### src/rtl/cpu_types_pkg.sv
// Shared CPU types: register index and hazard controller FSM state.
package cpu_types_pkg;

  typedef logic [4:0] regbits_t;

  typedef enum logic [1:0] {
    RUN    = 2'd0,
    DWAIT  = 2'd1,
    HALTED = 2'd2
  } hazard_state_t;

endpackage

### src/rtl/hazard_control_unit_sat_counter.sv
// Saturating up-counter with synchronous active-high clear.
module sat_counter #(
  parameter int unsigned W = 16
) (
  input  logic         CLK,
  input  logic         RST,
  input  logic         inc,
  output logic [W-1:0] count
);

  logic [W-1:0] count_q;
  logic [W-1:0] count_d;

  // Advance on inc unless already at the all-ones ceiling.
  always_comb begin
    count_d = count_q;
    if (inc && (count_q != '1)) begin
      count_d = count_q + W'(1);
    end
  end

  // Count register with synchronous clear.
  always_ff @(posedge CLK) begin
    if (RST) begin
      count_q <= '0;
    end else begin
      count_q <= count_d;
    end
  end

  assign count = count_q;

endmodule

### src/rtl/hazard_control_unit.sv
// Pipeline hazard/stall controller: latch enables, bubble injection, halt and perf counters.
module hazard_control_unit
  import cpu_types_pkg::*;
#(
  parameter int unsigned CNT_W = 16
) (
  input  logic             CLK,
  input  logic             RST,
  input  logic             ihit,
  input  logic             dhit,
  input  logic             dREN_mem,
  input  logic             dWEN_mem,
  input  logic             memRead_ex,
  input  regbits_t         Rd_ex,
  input  regbits_t         Rs_dec,
  input  regbits_t         Rt_dec,
  input  logic             useRt_dec,
  input  logic             pcsrc_mem,
  input  logic             halt_mem,
  output logic             pc_en,
  output logic             ifid_en,
  output logic             idex_en,
  output logic             exmem_en,
  output logic             memwb_en,
  output logic             ifid_flush,
  output logic             idex_flush,
  output logic             exmem_flush,
  output logic             halted,
  output logic [CNT_W-1:0] stall_cnt,
  output logic [CNT_W-1:0] flush_cnt
);

  hazard_state_t state_q;
  hazard_state_t state_d;
  logic          halted_q;
  logic          mem_req;
  logic          load_use;
  logic          evaluate;
  logic          stall_inc;
  logic          flush_inc;

  assign mem_req  = dREN_mem | dWEN_mem;
  assign load_use = memRead_ex && (Rd_ex != '0) &&
                    ((Rd_ex == Rs_dec) || (useRt_dec && (Rd_ex == Rt_dec)));

  // Priority decode of enables/flushes. The DWAIT completion cycle shares the RUN
  // rules with the memory-wait rule masked, since the pending access has just finished.
  always_comb begin
    state_d     = state_q;
    pc_en       = 1'b0;
    ifid_en     = 1'b0;
    idex_en     = 1'b0;
    exmem_en    = 1'b0;
    memwb_en    = 1'b0;
    ifid_flush  = 1'b0;
    idex_flush  = 1'b0;
    exmem_flush = 1'b0;
    evaluate    = (state_q == RUN) || ((state_q == DWAIT) && dhit);

    if (!RST && evaluate) begin
      if (state_q == DWAIT) begin
        state_d = RUN;
      end
      if (halt_mem && !mem_req) begin
        memwb_en = 1'b1;
        state_d  = HALTED;
      end else if ((state_q == RUN) && mem_req && !dhit) begin
        state_d = DWAIT;
      end else if (pcsrc_mem) begin
        pc_en       = 1'b1;
        ifid_en     = 1'b1;
        idex_en     = 1'b1;
        exmem_en    = 1'b1;
        memwb_en    = 1'b1;
        ifid_flush  = 1'b1;
        idex_flush  = 1'b1;
        exmem_flush = 1'b1;
      end else if (load_use) begin
        idex_en    = 1'b1;
        exmem_en   = 1'b1;
        memwb_en   = 1'b1;
        idex_flush = 1'b1;
      end else if (!ihit) begin
        ifid_en    = 1'b1;
        idex_en    = 1'b1;
        exmem_en   = 1'b1;
        memwb_en   = 1'b1;
        ifid_flush = 1'b1;
      end else begin
        pc_en    = 1'b1;
        ifid_en  = 1'b1;
        idex_en  = 1'b1;
        exmem_en = 1'b1;
        memwb_en = 1'b1;
      end
    end
  end

  // FSM state and registered halted flag.
  always_ff @(posedge CLK) begin
    if (RST) begin
      state_q  <= RUN;
      halted_q <= 1'b0;
    end else begin
      state_q  <= state_d;
      halted_q <= (state_d == HALTED);
    end
  end

  assign halted = halted_q;

  // Counter increment qualifiers.
  always_comb begin
    stall_inc = !pc_en && (state_q != HALTED);
    flush_inc = ifid_flush | idex_flush | exmem_flush;
  end

  sat_counter #(.W(CNT_W)) u_stall_cnt (
    .CLK   (CLK),
    .RST   (RST),
    .inc   (stall_inc),
    .count (stall_cnt)
  );

  sat_counter #(.W(CNT_W)) u_flush_cnt (
    .CLK   (CLK),
    .RST   (RST),
    .inc   (flush_inc),
    .count (flush_cnt)
  );

endmodule
### config.mk
export PLATFORM = sky130hd
export DESIGN_NAME = hazard_control_unit
export DESIGN_NICKNAME = d
export VERILOG_FILES = /design/src/rtl/cpu_types_pkg.sv /design/src/rtl/hazard_control_unit_sat_counter.sv /design/src/rtl/hazard_control_unit.sv
export SDC_FILE = /design/constraint.sdc
export NUM_CORES = 1
export LEC_CHECK = 0
export ABC_AREA = 1
export BUFFER_PORTS_ARGS = -buffer_cell sky130_fd_sc_hd__clkbuf_2
export CELL_PAD_IN_SITES_DETAIL_PLACEMENT = 0
export CELL_PAD_IN_SITES_GLOBAL_PLACEMENT = 2
export CORE_ASPECT_RATIO = 1.1
export CORE_MARGIN = 3
export CORE_UTILIZATION = 30
export CTS_CLUSTER_DIAMETER = 30
export DETAILED_ROUTE_END_ITERATION = 10
export GPL_TIMING_DRIVEN = 0
export PLACE_DENSITY_LB_ADDON = 0.1
export SLEW_MARGIN = 15
export SYNTH_ARGS = -nofsm -noshare
export SYNTH_HDL_FRONTEND = slang
export SYNTH_SLANG_ARGS = --single-unit
### constraint.sdc
create_clock -name CLK -period 3.85 [get_ports CLK]
set_input_delay 0 -clock CLK [delete_from_list [all_inputs] [get_ports CLK]]
set_output_delay 0 -clock CLK [all_outputs]
set_load 0.01 [all_outputs]
==> results_dict.tcl <==
set metrics [dict create \
    overflow 0 \
    ff2ff_setup_slack_ns 1.86 \
    core_region_area_sq_um 7680 \
    r2r-start "u_stall_cnt.count[0]" \
    min_from "RST" \
    synthCells 352 \
    synth_edf_count 0 \
    p_sw_share_pct 29.4 \
    fin_area_sq_um 3010 \
    cts_num_sinks 35 \
    power_density_nw_per_um2 306 \
    tns_ns 0 \
    rr_worst_depth 8 \
    min_delay_path_depth 4 \
    slowest_stage "dfxtp_1" \
    crit_type "reg -> reg" \
    port_buffers 65 \
    clockRootBuffer "clkbuf_8" \
    h-tree-depth 2 \
    grt_max_degree 13 \
    setup_viol 0 \
    via_per_inst 4.55 \
    cts_resized 0 \
    area_growth_pct 23.8 \
    hold_end "u_flush_cnt.count[12]" \
    cp_common_cell "nand2_1" \
    switching_power_w 0.000271 \
    cts_buffers 5 \
    drv_slew 0 \
    fill_cells 878 \
    fin_skew_ns 0.00997 \
    clkPwrFrac_pct 39.7 \
    final_nets 451 \
    utilization_pct 39.2 \
    vias 2413 \
    dpl.hpwl_um 5160 \
    syn_nets 379 \
    rows 33 \
    num_io_pins 66 \
    cts.clk_slew.worst_paths_ns 0.08 \
    worstPathCellList "ha_1 > nand2_1 > nor2_2 > nand4_1 > nand4_2 > buf_6 > nand2_1 > a21oi_1" \
    cpPeakStageDelay_ns 0.41 \
    tightest_slew_ns 0.667 \
    drt_iter0_drc 81 \
    yosys.area.top_type_share_pct 28.8 \
    grt_pass1_wl_um 10900 \
    netlist_area_sq_um 2430 \
    cts_tree "done" \
    cp_top_family "simple AND/OR/NAND/NOR gates" \
    p_int_w 0.000649 \
    fp.dieH_um 100 \
    place_congestion 0.769 \
    seqPwrFrac_pct 41.5 \
    cts_buffer_depth 2 \
    start_util_pct 31.6 \
    final-seq-area_sq_um 701 \
    antenna_found_initial 0 \
    design.die.area_sq_um 9220 \
    post_cts_buffers 0 \
    diodes 0 \
    wl_per_cell_um 12.4 \
    rsz0062_at_grt "false" \
    yosys.cell_types.count 34 \
    clk_latency_ns 0.29 \
    dr.pass1.iters 4 \
    ys_seq_area_share_pct 28.8 \
    synth.most_common_cell "nand2_1" \
    status "finished, final reports clean" \
    grt_pass1_vias 2258 \
    comb_power_share_pct 18.8 \
    critPathRequiredTime_ns 4.07 \
    period_needed_ns 1.99 \
    drc 0 \
    max_slew_margin_pct 55.5 \
    yosys-top-cells-count "nand2_1, nor2_1, dfxtp_1" \
    drive_gt1_share_pct 29.9 \
    fp.dieW_um 91.8 \
    cp_num_buf_inv 1 \
    finalHoldViolations 0 \
    avgSynthCellArea_sq_um 6.90 \
    yosysWarnings 0 \
    fmax_ghz 0.503 \
    power_w 0.000920 \
    drt-total-wl_um 6550 \
    power_leakage_nw 1.33 \
    multiInputGateArea_sq_um 1500 \
    ant_nets 0 \
    ys_ff_latch 35 \
    end_kind "flop" \
    path_max_fanout 10 \
    grt.total_usage_pct 14.7 \
    hp-class "in -> reg" \
    arrival_ns 2.21 \
    drv_cap 0 \
    peakVddDrop_mv 0.135 \
    synthArstFlopShare_pct 0 \
    post-route-period-util_pct 51.6 \
    synth_area_leaders "dfxtp_1, nand2_1, nor2_1" \
    reg2reg_to "u_stall_cnt.count[11]" \
    cp-start-kind "flop" \
    synth_ff_type "dfxtp_1" \
    synth_top_cell_by_area "dfxtp_1" \
    placed_area_sq_um 2890 \
    ctsHoldBuffers 0 \
]
==> cell usage in the layout, fill, tap and decap left out, types with 13 or more instances in the layout <==
| cell type | count |
|---|---|
| nand2_1 | 92 |
| clkbuf_2 | 65 |
| nor2_1 | 36 |
| dfxtp_1 | 35 |
| inv_1 | 31 |
| nand3_1 | 22 |
| nand4_1 | 19 |
| a21oi_1 | 17 |
| xnor2_1 | 14 |
| xor2_1 | 13 |
==> power groups by stage <==
stage               registers [W]  clock network (W)  logic (W)
floorplan                0.000392                  0   0.000112
global placement         0.000390                  0   0.000176
CTS                      0.000382           0.000379   0.000177
global route             0.000383           0.000392   0.000197
finish                   0.000382           0.000365   0.000173
detailed placement       0.000391                  0   0.000176
==> kinds of logic (layout without fill, tap and decap cells) <==
| kind of cell | count (synthesis) | in the layout | synth area share [%] |
|---|---|---|---|
| AO/OA/AOI/OAI | 31 | 31 | 7.98 |
| adder cells (fa/ha/maj) | 2 | 2 | 1.03 |
| AND/OR/NAND/NOR | 206 | 206 | 43.0 |
| XOR/XNOR | 27 | 27 | 9.73 |
| buffers and inverters | 51 | 124 | 9.42 |
| flip-flops | 35 | 35 | 28.8 |
==> layout make-up <==
cell class	instances	area share, %
well taps	105	4.37
flip-flops and latches	35	23.3
clock inverters	2	1.29
inverters	40	4.99
plain buffers	11	2.62
multi-input cells	266	49.9
clock buffers	6	2.75
repair buffers	65	10.8
==> routing by layer <==
metal  track usage [%]  vias up  wire length, um  share of wire, %
li1                  -     1278                -                 -
met2              27.6       47             3370                51
met1              17.1     1082             2850                44
met3              2.77        6              255               3.9
met5                 0        -                0                 0
met4              3.77        0               70               1.1
==> registers in the layout, indices dropped and copies added (netlist names) <==
| name | count |
|---|---|
| halted | 1 |
| u_stall_cnt.count | 16 |
| state_q | 2 |
| u_flush_cnt.count | 16 |
==> stage by stage <==
stage | hold slack (ns) | worst slack (ns) | std cells
after floorplan | 0.158 | 2.09 | 352
after global placement | 0.369 | 1.85 | 522
after detailed placement | 0.374 | 1.86 | 522
after CTS | 0.0582 | 1.83 | 530
after global routing | 0.107 | 1.63 | 530
final | 0.0619 | 1.86 | 530
==> how the worst max path moves through the flow <==
stage                                  endpoint                  from  depth (start not counted)
final                     u_stall_cnt.count[11]  u_stall_cnt.count[0]                          8
after CTS                 u_flush_cnt.count[14]  u_flush_cnt.count[0]                         10
after global routing      u_stall_cnt.count[14]  u_stall_cnt.count[0]                          8
after global placement    u_flush_cnt.count[14]  u_flush_cnt.count[0]                         10
after floorplan            u_flush_cnt.count[6]  u_flush_cnt.count[0]                          9
after detailed placement   u_flush_cnt.count[2]  u_flush_cnt.count[0]                         10
==> worst register-to-register path: cells and delay by family (launching register included) <==
kind,cells,cell delay (ns)
AO/OA/AOI/OAI,1,0.13
adder cells (fa/ha/maj),1,0.27
buffers and inverters,1,0.18
flip-flops,1,0.41
AND/OR/NAND/NOR,5,0.94
Power figures use the tool's default switching activity.
